==> config.mk <==
export PLATFORM = sky130hd
export DESIGN_NAME = jump_hazard_ctrl
export DESIGN_NICKNAME = d
export VERILOG_FILES = /design/src/rtl/jump_hazard_ctrl.sv
export SDC_FILE = /design/constraint.sdc
export NUM_CORES = 1
export LEC_CHECK = 0
export BUFFER_PORTS_ARGS = -buffer_cell sky130_fd_sc_hd__buf_4
export CELL_PAD_IN_SITES_DETAIL_PLACEMENT = 1
export CELL_PAD_IN_SITES_GLOBAL_PLACEMENT = 2
export CORE_MARGIN = 2
export CORE_UTILIZATION = 33
export DETAILED_ROUTE_END_ITERATION = 6
export HOLD_SLACK_MARGIN = 0.05
export PLACE_DENSITY_LB_ADDON = 0.1
export SYNTH_ARGS = -nofsm -noshare
export SYNTH_HDL_FRONTEND = slang
export SYNTH_SLANG_ARGS = --single-unit
==> constraint.sdc <==
create_clock -name clk -period 4.85 [get_ports clk]
set_input_delay 0.485 -clock clk [delete_from_list [all_inputs] [get_ports clk]]
set_output_delay 0.485 -clock clk [all_outputs]
set_load 0.02 [all_outputs]
==> src/rtl/jump_hazard_ctrl.sv <==
// jump_hazard_ctrl: decode-stage jump unit forwarding, load-use stall and IF flush sequencing.
module jump_hazard_ctrl #(
  parameter int LOAD_STALL_CYCLES = 1,
  parameter int FLUSH_CYCLES = 2,
  parameter int CNT_W = 16
) (
  input  logic             clk,
  input  logic             rst_n,
  input  logic             id_valid,
  input  logic             id_is_branch,
  input  logic             id_is_jalr,
  input  logic [4:0]       id_rs1,
  input  logic [4:0]       id_rs2,
  input  logic [4:0]       ex_rd,
  input  logic             ex_reg_write,
  input  logic             ex_mem_read,
  input  logic [4:0]       mem_rd,
  input  logic             mem_reg_write,
  input  logic             mem_mem_read,
  input  logic [4:0]       wb_rd,
  input  logic             wb_reg_write,
  input  logic             br_en,
  input  logic             jal_en,
  input  logic             jalr_en,
  output logic [2:0]       forward_jump_operand1,
  output logic [2:0]       forward_jump_operand2,
  output logic             stall_if,
  output logic             bubble_ex,
  output logic             flush_if,
  output logic             redirect_valid,
  output logic [CNT_W-1:0] stall_count,
  output logic [CNT_W-1:0] flush_count
);
  typedef enum logic [1:0] {RUN, LDSTALL, FLUSH} state_t;
  state_t state, state_n;
  logic [2:0] cnt, cnt_n;
  logic hz, take, stall_raw, flush_raw, redirect_raw;
  // An EX-stage load is not a forwarding source; its hazard is handled by stalling.
  function automatic logic [2:0] fwd(input logic [4:0] rs, input logic [4:0] erd, input logic ew, input logic em,
                                     input logic [4:0] mrd, input logic mw, input logic mm,
                                     input logic [4:0] wrd, input logic ww);
    fwd = (rs == 5'd0) ? 3'd0 :
          (ew && !em && erd == rs) ? 3'd1 :
          (mw && mrd == rs) ? (mm ? 3'd3 : 3'd2) :
          (ww && wrd == rs) ? 3'd4 : 3'd0;
  endfunction
  assign forward_jump_operand1 = id_valid ? fwd(id_rs1, ex_rd, ex_reg_write, ex_mem_read, mem_rd,
                                                mem_reg_write, mem_mem_read, wb_rd, wb_reg_write) : 3'd0;
  assign forward_jump_operand2 = (id_valid && id_is_branch) ? fwd(id_rs2, ex_rd, ex_reg_write, ex_mem_read, mem_rd,
                                                mem_reg_write, mem_mem_read, wb_rd, wb_reg_write) : 3'd0;
  assign hz = id_valid && (id_is_branch || id_is_jalr) && ex_mem_read && ex_reg_write && ex_rd != 5'd0 &&
              (ex_rd == id_rs1 || (id_is_branch && ex_rd == id_rs2));
  assign take = id_valid && (br_en || jal_en || jalr_en);
  always_comb begin
    state_n = state;
    cnt_n = cnt;
    stall_raw = 1'b0;
    flush_raw = 1'b0;
    redirect_raw = 1'b0;
    case (state)
      RUN: begin
        if (hz) begin
          stall_raw = 1'b1;
          if (LOAD_STALL_CYCLES > 1) begin
            state_n = LDSTALL;
            cnt_n = 3'(LOAD_STALL_CYCLES - 1);
          end
        end else if (take) begin
          redirect_raw = 1'b1;
          flush_raw = 1'b1;
          if (FLUSH_CYCLES > 1) begin
            state_n = FLUSH;
            cnt_n = 3'(FLUSH_CYCLES - 2);
          end
        end
      end
      LDSTALL: begin
        stall_raw = 1'b1;
        cnt_n = cnt - 3'd1;
        state_n = (cnt == 3'd1) ? RUN : LDSTALL;
      end
      FLUSH: begin
        flush_raw = 1'b1;
        cnt_n = (cnt == 3'd0) ? 3'd0 : cnt - 3'd1;
        state_n = (cnt == 3'd0) ? RUN : FLUSH;
      end
      default: state_n = RUN;
    endcase
  end
  assign stall_if = rst_n && stall_raw;
  assign bubble_ex = rst_n && stall_raw;
  assign flush_if = rst_n && flush_raw;
  assign redirect_valid = rst_n && redirect_raw;
  always_ff @(posedge clk or negedge rst_n) begin
    if (!rst_n) begin
      state <= RUN;
      cnt <= 3'd0;
      stall_count <= '0;
      flush_count <= '0;
    end else begin
      state <= state_n;
      cnt <= cnt_n;
      if (stall_if && !(&stall_count)) stall_count <= stall_count + CNT_W'(1);
      if (redirect_valid && !(&flush_count)) flush_count <= flush_count + CNT_W'(1);
    end
  end
endmodule
==> flow_summary_export.csv, run 1 <==
group,metric,value,unit
routing,ant_nets,0,
finish,finalNonFillerCells,421,
place,place.detailed.hpwl,4887,um
finish,finish.instance_area,3237,sq um
yosys,synth-edff-count,0,
power_and_ir_drop,p_seq_frac,0.385,
worst_setup_path,cp.arrival,2.01,ns
power_and_ir_drop,switching_power,0.3258,mW
place,port-buffer-count,79,
worst_setup_path,crit_type,"reg2out",
power_and_ir_drop,total_leakage_power,1.470,nW
routing,dr_total_vias,2029,
routing,wl_per_cell,14.90,um
power_and_ir_drop,worst_ir_drop_vdd,0.1381,mV
worst_setup_path,category_of_cells_accounting_for_the_largest_share_of_critical_path_delay,"simple AND/OR/NAND/NOR gates",
finish,antenna_cells,0,
die,floorplan.die.width,89.37,um
cts,clk_latency,0.29,ns
finish,post_route_cells_drive_above_1_share,0.3323,
cts,numClockSinks,37,
global_route,grt_max_degree,40,
die,fp.coreArea,7137,sq um
cts,max-clock-path-buffers,2,
yosys,postSynthCellCount,237,
timing,finalSetupViolations,0,
yosys,ys_ff_latch,37,
place,dpl-instance-area,3099,sq um
power_and_ir_drop,total_power,1.018,mW
worst_setup_path,cp_num_cells,7,
cts,worst_setup_hold_path_clk_slew,0.08,ns
power_and_ir_drop,share_comb_of_total_power,0.295,
yosys,mappedNetlistArea,2405,sq um
die,design.portCount,80,
power_and_ir_drop,power_per_cell_area,314.4,nW/um^2
timing,layout_min_cycle_time,2.496,ns
cts,tritoncts,"yes",
timing,slew_viol_final,0,
cts,cts_post_setup_buffers_inserted,0,
timing,fin_tns_setup,0,ns
yosys,synth.area.top_cells,"sky130_fd_sc_hd__dfrtp_1 39%, sky130_fd_sc_hd__xnor2_1 12%, sky130_fd_sc_hd__xor2_1 9.1%",
die,initial_utilization,0.3370,
power_and_ir_drop,clockPowerShare,0.320,
timing,final-hold-violation-count,0,
worst_setup_path,end_kind,"output port",
timing,timing.clock.skew,0.005868,ns
cts,cts-resized-gates,0,
global_route,grt_first_pass_wirelength,9998,um
yosys,ys.flop_type,"sky130_fd_sc_hd__dfrtp_1",
routing,finalWirelength,6274,um
place,routability_congestion,0.7341,
yosys,syn_nets,284,
global_route,total_global_routing_overflow,0,
yosys,synth_top_cell_by_area,"sky130_fd_sc_hd__dfrtp_1",
routing,post-route-drc-count,0,
timing,max_clock_freq,400.7,MHz
die,die_h,89.37,um
timing,slew_headroom,0.6398,
yosys,synth-async-reset-ratio,1.000,
global_route,antenna_found_initial,0,
flow_run,cap_violations,0,
cts,post_cts_hold_buffer_count,0,
worst_setup_path,worst-path-buf-inv,2,
place,dp.cells,413,
run_status,outcome,"finished clean",
cts,numCtsBuffers,5,
worst_setup_path,slowest_delay,0.41,ns
routing,detail_route.first_pass.iterations,4,
worst_setup_path,critPathMostFrequentCell,"sky130_fd_sc_hd__nor2_1",
cts,root_buffer,"sky130_fd_sc_hd__clkbuf_8",
yosys,portion_of_synthesized_cell_area_occupied_by_the_leading_cell_type,0.3850,
worst_setup_path,timing.critical_path.fanout_max,6,
yosys,synth_top_cells_by_count,"37 x sky130_fd_sc_hd__dfrtp_1, 34 x sky130_fd_sc_hd__xnor2_1, 25 x sky130_fd_sc_hd__xor2_1",
yosys,yosys_warn_count,0,
worst_setup_path,path_cells,"inv_1 > ha_1 > and3b_1 > nor2b_2 > nor2_1 > nor2_1 > buf_4",
yosys,synth.avg_cell_area,10.15,sq um
worst_setup_path,timing.critical_path.from_type,"register",
yosys,synth-seq-area-share,0.3850,
worst_setup_path,crit_required,4.37,ns
cts,htree_num_levels,2,
timing,grt_setup_unrepaired,"false",
global_route,grtUsageTotal,0.1628,
finish,nets,368,
die,num_rows,31,
yosys,ys_types,47,
routing,routed_via_density,4.819,
yosys,synth.most_common_cell,"sky130_fd_sc_hd__dfrtp_1",
die,die-area,7986,sq um
finish,syn_to_final_growth,34.60,%
worst_setup_path,critical_path_top_delay_cell,"sky130_fd_sc_hd__dfrtp_1",
power_and_ir_drop,internal_power,0.6918,mW
global_route,grt_pass1_vias,2036,
timing,final.period_utilization,0.5146,
timing,timing_worst_slew_pin_value,0.5403,ns
worst_setup_path,worst-r2r-cell-count,6,
power_and_ir_drop,netSwitchingFraction,0.3202,
routing,drt_iter0_drc,65,
hold_path,min-delay-path-class,"in2async",
## power by group through the flow
stage               clock network (mW)  registers [mW]  logic [mW]
floorplan                            0           0.429       0.134
global placement                     0           0.397       0.304
detailed placement                   0           0.399       0.304
CTS                              0.337           0.393       0.306
global route                     0.349           0.399       0.330
finish                           0.326           0.392       0.300
## worst register-to-register path: cells and delay by family (launching register included)
| kind | cells | cell delay [ns] |
|---|---|---|
| compound gates | 2 | 0.50 |
| mux | 1 | 0.36 |
| flops | 1 | 0.45 |
| simple gates | 3 | 0.64 |
## registers in the layout (all words and copies together) (netlist names)
register and count:
flush_count 16, stall_count 16, cnt 3, state 2
## path summary, 6_finish.rpt
check,start,to,slack [ns]
max reg2reg,stall_count[7],stall_count[1],2.80
min in group clk,cnt[2],cnt[2],0.49
min reg2reg,cnt[2],cnt[2],0.49
min,rst_n,state[1],0.17
max in group asynchronous,rst_n,flush_count[0],4.31
max,state[0],flush_if,2.35
## cells by family (layout without fill, tap and decap cells)
group	Yosys count	count (layout)	share of synthesized area
AO/OA/AOI/OAI	20	20	0.07025
XOR/XNOR	59	59	0.2149
adder cells (fa/ha/maj)	9	9	0.04683
buffers and inverters	11	96	0.02341
flip-flops	37	37	0.3850
multiplexers	6	6	0.02705
AND/OR/NAND/NOR	95	95	0.2326
## cell type report
cell class              count  area [sq um]
clock buffers               5         68.82
clock inverters             3         68.82
fillers                   846          3900
inverters                   9         33.78
multi-input cells         189          1423
flip-flops and latches     37         925.9
well taps                  99         123.9
repair buffers             79         593.1
## stage by stage
stage	worst slack, ns	util	hold slack, ns
final	2.354	0.4535	0.1664
after detailed placement	2.428	0.4343	0.4844
after floorplan	2.604	-	0.1894
after global routing	2.218	0.4535	0.1891
after global placement	2.429	0.4343	0.4841
after CTS	2.311	0.4535	0.1834
## layer usage
layer	GRT usage	wire (um)
met1	0.2210	2970
met2	0.2640	2935
met4	0.03392	35
met3	0.04063	333
met5	0	0
## cells in the final DEF (no fill, tap or decap), drive strengths merged, types with 4 or more instances in the layout
cell / count
nand3: 15
inv: 10
mux2: 4
nor3: 7
nor4: 5
nand4: 10
xor2: 25
a21oi: 5
clkbuf: 5
dfrtp: 37
and3: 9
buf: 79
nand2: 16
xnor2: 34
ha: 9
nor2: 17
o21ai: 4
(Power assumes the default switching activity.)
==> inputs of run 2 (changes only) <==
--- a/config.mk
+++ b/config.mk
@@ -9,7 +9,7 @@
 export CELL_PAD_IN_SITES_DETAIL_PLACEMENT = 1
 export CELL_PAD_IN_SITES_GLOBAL_PLACEMENT = 2
 export CORE_MARGIN = 2
-export CORE_UTILIZATION = 33
+export CORE_UTILIZATION = 27
 export DETAILED_ROUTE_END_ITERATION = 6
 export HOLD_SLACK_MARGIN = 0.05
 export PLACE_DENSITY_LB_ADDON = 0.1
==> constraint.sdc (replaced) <==
create_clock -name clk -period 2.1 [get_ports clk]
set_input_delay 0.21 -clock clk [delete_from_list [all_inputs] [get_ports clk]]
set_output_delay 0.21 -clock clk [all_outputs]
set_load 0.02 [all_outputs]
==> run 2 against run 1 <==
  * Sequential power is 130% higher
  * Register-to-register slack worse by 2.6 ns
  * Utilization is 7.1 points lower
  * Clock power is 60% higher
==> flow_summary_export.csv, run 2 (synthesis gave the netlist of run 1 again) <==
group,metric,value,unit
timing,timing.clock.skew,0.01434,ns
place,port-buffer-count,79,
timing,slew_headroom,0.6725,
finish,nFillCells,1024,
worst_setup_path,crit_required,1.89,ns
worst_setup_path,cp-startpoint,"state[0]",
die,fp.coreArea,8678,sq um
finish,final_cell_mix,"92 x sky130_fd_sc_hd__buf_4, 37 x sky130_fd_sc_hd__dfrtp_1, 34 x sky130_fd_sc_hd__xnor2_1",
worst_setup_path,timing.critical_path.from_type,"register",
timing,finalSetupViolations,0,
timing,max_clock_freq,510.0,MHz
finish,mostFrequentLayoutCell,"sky130_fd_sc_hd__buf_4",
die,num_rows,34,
routing,finalWirelength,6695,um
worst_setup_path,critical_path_top_delay_cell,"sky130_fd_sc_hd__dfrtp_1",
worst_setup_path,worstReg2RegStart,"flush_count[4]",
die,initial_utilization,0.2771,
routing,detail_route.first_pass.iterations,4,
cts,root_buffer,"sky130_fd_sc_hd__clkbuf_8",
global_route,antenna_found_initial,0,
hold_path,hold_path_startpoint,"cnt[2]",
cts,tritoncts,"yes",
finish,nets,382,
timing,grt_setup_unrepaired,"false",
die,design.portCount,80,
worst_setup_path,path_cells,"inv_2 > ha_1 > buf_4 > nand2_1 > a21oi_4 > nor2_1 > nor2_1 > buf_4",
finish,post_route_cells_drive_above_1_share,0.3672,
timing,timing_worst_slew_pin_value,0.4861,ns
power_and_ir_drop,power_per_cell_area,660.8,nW/um^2
power_and_ir_drop,total_leakage_power,1.519,nW
routing,routed_via_density,4.643,
routing,dr_total_vias,2057,
place,dp.cells,432,
routing,ant_nets,0,
timing,final.period_utilization,0.9337,
cts,numCtsBuffers,5,
cts,max-clock-path-buffers,2,
die,floorplan.die.width,98.38,um
finish,antenna_cells,0,
cts,worst_setup_hold_path_clk_slew,0.07,ns
finish,syn_to_final_growth,38.09,%
timing,fin_tns_setup,0,ns
worst_setup_path,end_kind,"output port",
global_route,grt_first_pass_wirelength,11160,um
finish,biggestRegsByFlops,"flush_count x16, stall_count x16, cnt x3",
worst_setup_path,cp.arrival,1.75,ns
worst_setup_path,slowest_delay,0.41,ns
timing,layout_min_cycle_time,1.961,ns
die,die_h,98.38,um
timing,hold_ws,0.4861,ns
cts,clk_latency,0.29,ns
flow_run,cap_violations,0,
routing,drt_iter0_drc,45,
hold_path,min-delay-path-class,"reg2reg",
place,place.detailed.hpwl,5249,um
worst_setup_path,crit_type,"reg2out",
run_status,outcome,"finished clean",
routing,wl_per_cell,15.11,um
worst_setup_path,timing.critical_path.fanout_max,5,
worst_setup_path,worst-path-buf-inv,3,
place,routability_congestion,0.7693,
cts,htree_num_levels,2,
global_route,grt_pass1_vias,2138,
die,die-area,9678,sq um
routing,post-route-drc-count,0,
finish,finalNonFillerCells,443,
timing,slew_viol_final,0,
cts,numClockSinks,37,
global_route,grtUsageTotal,0.1419,
global_route,grt_max_degree,39,
power_and_ir_drop,worst_ir_drop_vdd,0.3338,mV
worst_setup_path,category_of_cells_accounting_for_the_largest_share_of_critical_path_delay,"flip-flops",
global_route,total_global_routing_overflow,0,
timing,final-hold-violation-count,0,
run 2: changes by cell type in the layout (fill, tap and decap cells not counted), sizes merged:
cell         before  now
dlygate4sd3       0    1
inv              10    9
clkbuf            5    6
buf              79   92
clkinvlp          0    1
bufinv            2    0
run 2: final timing paths:
check,endpoint,slack (ns),cells past startpoint
worst max-delay path,stall_if,0.14,8
worst min-delay path,cnt[2],0.49,1
worst max register to register,flush_count[13],0.16,8
worst min register to register,cnt[2],0.49,1
max in group asynchronous,state[1],1.20,3
min in group asynchronous,flush_count[7],0.54,3
run 2: area by class of cell:
cell class	instances	area, sq um	area share
inverters	9	33.78	0.01017
flip-flops and latches	37	925.9	0.2788
clock buffers	6	82.58	0.02487
multi-input cells	189	1435	0.4322
repair buffers	93	700.7	0.2110
clock inverters	1	7.507	0.002261
well taps	108	135.1	0.04069
run 2: per-stage QoR:
step | power, mW | area (sq um) | util | worst slack (ns)
detailed placement | 1.674 | 3186 | 0.3671 | 0.1317
finish | 2.194 | 3321 | 0.3826 | 0.1392
floorplan | 1.301 | 2405 | - | 0.1721
global placement | 1.670 | 3186 | 0.3671 | 0.1394
global route | 2.353 | 3321 | 0.3826 | 0.01269
CTS | 2.227 | 3291 | 0.3792 | 0.001653
run 2: metal layers:
metal,part of all wire,GRT usage,vias to the layer above
met3,0.047,0.02649,4
met5,0,0,-
met1,0.48,0.1914,989
met4,0.0072,0.03161,0
met2,0.47,0.2370,46
li1,-,-,1018
run 2: report_power, final:
part           switching [mW]  total [mW]  internal [mW]
Sequential             0.0931       0.890          0.797
Clock                   0.260       0.520          0.260
Combinational           0.408       0.784          0.376
run 2: repair_timing:
item	CTS	global route
setup buffers	0	3
resized for setup	1	4
gates cloned	0	0
hold buffers	1	0
hold endpoints to repair	37	0
endpoints found under the setup margin	2	5
pin swaps	0	2
==> inputs of run 3 (changes only) <==
--- a/config.mk
+++ b/config.mk
@@ -9,7 +9,7 @@
 export CELL_PAD_IN_SITES_DETAIL_PLACEMENT = 1
 export CELL_PAD_IN_SITES_GLOBAL_PLACEMENT = 2
 export CORE_MARGIN = 2
-export CORE_UTILIZATION = 27
+export CORE_UTILIZATION = 33
 export DETAILED_ROUTE_END_ITERATION = 6
 export HOLD_SLACK_MARGIN = 0.05
 export PLACE_DENSITY_LB_ADDON = 0.1
==> constraint.sdc (replaced) <==
create_clock -name clk -period 2.34 [get_ports clk]
set_input_delay 0.234 -clock clk [delete_from_list [all_inputs] [get_ports clk]]
set_output_delay 0.234 -clock clk [all_outputs]
set_load 0.02 [all_outputs]
==> run 3 against run 2 <==
  * Via count shrank 1.5%
  * Sequential share of layout area increased by 0.96 points
  * First-iteration DRC count grew 40%
  * Largest power group unchanged
  * Critical endpoint is now flush_if
  * Critical path type unchanged
  * Worst setup slack improved by 0.073 ns
  * Wire length fell by 4.6%
  * Worst hold slack improved by 0.013 ns
  * Global-route usage grew 2.3 points
  * Die area is 17% lower
  * Critical path depth is 1 lower
  * Clock power down 15%
==> flow_summary_export.csv, run 3 (synthesis gave the netlist of run 1 again) <==
group,metric,value,unit
worst_setup_path,critPathMostFrequentCell,"sky130_fd_sc_hd__nor2_1",
cts,numCtsBuffers,5,
die,initial_utilization,0.3370,
routing,finalWirelength,6389,um
global_route,grtUsageTotal,0.1648,
global_route,total_global_routing_overflow,0,
place,place.detailed.hpwl,5065,um
timing,timing.clock.skew,0.004008,ns
worst_setup_path,timing.critical_path.to,"flush_if",
routing,wl_per_cell,15.10,um
timing,layout_min_cycle_time,2.127,ns
timing,finalSetupViolations,0,
routing,ant_nets,0,
cts,clk_latency,0.29,ns
worst_setup_path,cp_num_cells,7,
routing,detail_route.first_pass.iterations,4,
run_status,outcome,"finished clean",
power_and_ir_drop,total_power,1.894,mW
die,design.portCount,80,
routing,dr_total_vias,2026,
finish,mostFrequentLayoutCell,"sky130_fd_sc_hd__buf_4",
die,fp.coreArea,7137,sq um
finish,syn_to_final_growth,33.51,%
timing,fin_tns_setup,0,ns
die,num_rows,31,
power_and_ir_drop,total_leakage_power,1.456,nW
routing,drt_iter0_drc,63,
worst_setup_path,critical_path_top_delay_cell,"sky130_fd_sc_hd__dfrtp_1",
power_and_ir_drop,share_comb_of_total_power,0.339,
cts,worst_setup_hold_path_clk_slew,0.08,ns
global_route,antenna_found_initial,0,
global_route,grt_pass1_vias,2091,
finish,final_cell_mix,"80 x sky130_fd_sc_hd__buf_4, 37 x sky130_fd_sc_hd__dfrtp_1, 34 x sky130_fd_sc_hd__xnor2_1",
finish,post_route_cells_drive_above_1_share,0.3364,
worst_setup_path,cp.arrival,1.89,ns
finish,biggestRegsByFlops,"flush_count x16, stall_count x16, cnt x3",
die,die_h,89.37,um
place,port-buffer-count,79,
cts,root_buffer,"sky130_fd_sc_hd__clkbuf_8",
routing,routed_via_density,4.790,
worst_setup_path,worst-path-buf-inv,2,
timing,slew_viol_final,0,
power_and_ir_drop,worst_ir_drop_vdd,0.3373,mV
finish,nets,370,
timing,final-hold-violation-count,0,
worst_setup_path,end_kind,"output port",
worst_setup_path,rr_endpoint,"stall_count[1]",
worst_setup_path,crit_type,"reg2out",
power_and_ir_drop,switching_power,0.6748,mW
worst_setup_path,rrSetupSlack,0.31,ns
worst_setup_path,cp-startpoint,"state[1]",
timing,slew_headroom,0.6761,
timing,max_clock_freq,470.1,MHz
cts,tritoncts,"yes",
die,floorplan.die.width,89.37,um
worst_setup_path,crit_required,2.11,ns
timing,grt_setup_unrepaired,"false",
cts,max-clock-path-buffers,2,
cts,numClockSinks,37,
global_route,grt_first_pass_wirelength,10230,um
worst_setup_path,timing.critical_path.fanout_max,6,
power_and_ir_drop,p_seq_frac,0.427,
global_route,grt_max_degree,39,
place,routability_congestion,0.7381,
routing,post-route-drc-count,0,
flow_run,cap_violations,0,
worst_setup_path,slowest_delay,0.41,ns
cts,htree_num_levels,2,
power_and_ir_drop,power_per_cell_area,589.9,nW/um^2
hold_path,min-delay-path-class,"reg2reg",
timing,final.period_utilization,0.9091,
die,die-area,7986,sq um
worst_setup_path,timing.critical_path.from_type,"register",
power_and_ir_drop,netSwitchingFraction,0.3563,
worst_setup_path,category_of_cells_accounting_for_the_largest_share_of_critical_path_delay,"simple AND/OR/NAND/NOR gates",
timing,timing_worst_slew_pin_value,0.4859,ns
worst_setup_path,worst-r2r-cell-count,6,
worst_setup_path,path_cells,"inv_1 > ha_2 > and3b_1 > nor2b_4 > nor2_1 > nor2_1 > buf_4",
worst_setup_path,worstReg2RegStart,"stall_count[7]",
finish,antenna_cells,0,
power_and_ir_drop,internal_power,1.219,mW
power_and_ir_drop,clockPowerShare,0.234,
-- run 3: changes by cell type in the layout (fill, tap and decap cells not counted) --
cell                       before  now
sky130_fd_sc_hd__buf_4         92   80
sky130_fd_sc_hd__clkinv_2       0    2
sky130_fd_sc_hd__inv_1          7    9
sky130_fd_sc_hd__inv_2          2    0
sky130_fd_sc_hd__a31oi_1        0    1
sky130_fd_sc_hd__a31oi_2        1    0
sky130_fd_sc_hd__and3b_1        0    1
sky130_fd_sc_hd__and3b_2        1    0
sky130_fd_sc_hd__clkbuf_8       6    5
sky130_fd_sc_hd__ha_1           9    8
sky130_fd_sc_hd__ha_2           0    1
-- run 3: worst min path at each step --
stage	from	end	cells past startpoint
3_3_place_gp	rst_n	flush_count[2]	2
5_1_grt	cnt[2]	cnt[2]	1
4_1_cts	cnt[2]	cnt[2]	1
6_report	cnt[2]	cnt[2]	1
2_1_floorplan	rst_n	cnt[0]	0
3_5_place_dp	rst_n	flush_count[13]	2
-- run 3: through the flow --
step / cells / hold slack (ns) / worst slack [ns] / utilization / cell area, sq um
floorplan: 237 / -0.06159 / 0.4121 / - / 2405
global placement: 414 / 0.3657 / 0.3082 / 0.4353 / 3107
detailed placement: 414 / 0.3627 / 0.3164 / 0.4353 / 3107
CTS: 423 / 0.4992 / 0.06167 / 0.4488 / 3203
global route: 423 / 0.5292 / 0.02710 / 0.4499 / 3211
finish: 423 / 0.4992 / 0.2127 / 0.4499 / 3211
-- run 3: final cells by class --
class	count	area, sq um
Clock buffer	5	68.82
Clock inverter	3	17.52
Fill cell	857	3926
Inverter	9	33.78
Multi-Input combinational cell	189	1430
Sequential cell	37	925.9
Tap cell	99	123.9
Timing Repair Buffer	81	610.6
-- run 3: what timing repair did --
action / CTS / global route
buffers inserted: 0 / 0
gates resized for setup: 0 / 2
endpoints found under the setup margin: 0 / 2
hold buffers: 1 / 0
endpoints found under the hold margin: 37 / 0
-- run 3: layer usage --
metal  vias to the layer above  global-route usage  share of wire
li1                       1002                   -              -
met1                       982              0.2335           0.49
met2                        42              0.2646           0.47
met3                         0             0.03047          0.043
met4                         0             0.03121              0
met5                         -                   0              0
-- run 3: power groups by stage --
stage                     Combinational, mW  Sequential (mW)  Clock, mW
after CTS                             0.644            0.811      0.469
after floorplan                       0.277            0.890          0
after detailed placement              0.639            0.823          0
after global routing                  0.712            0.829      0.489
after global placement                0.635            0.821          0
final                                 0.641            0.809      0.443
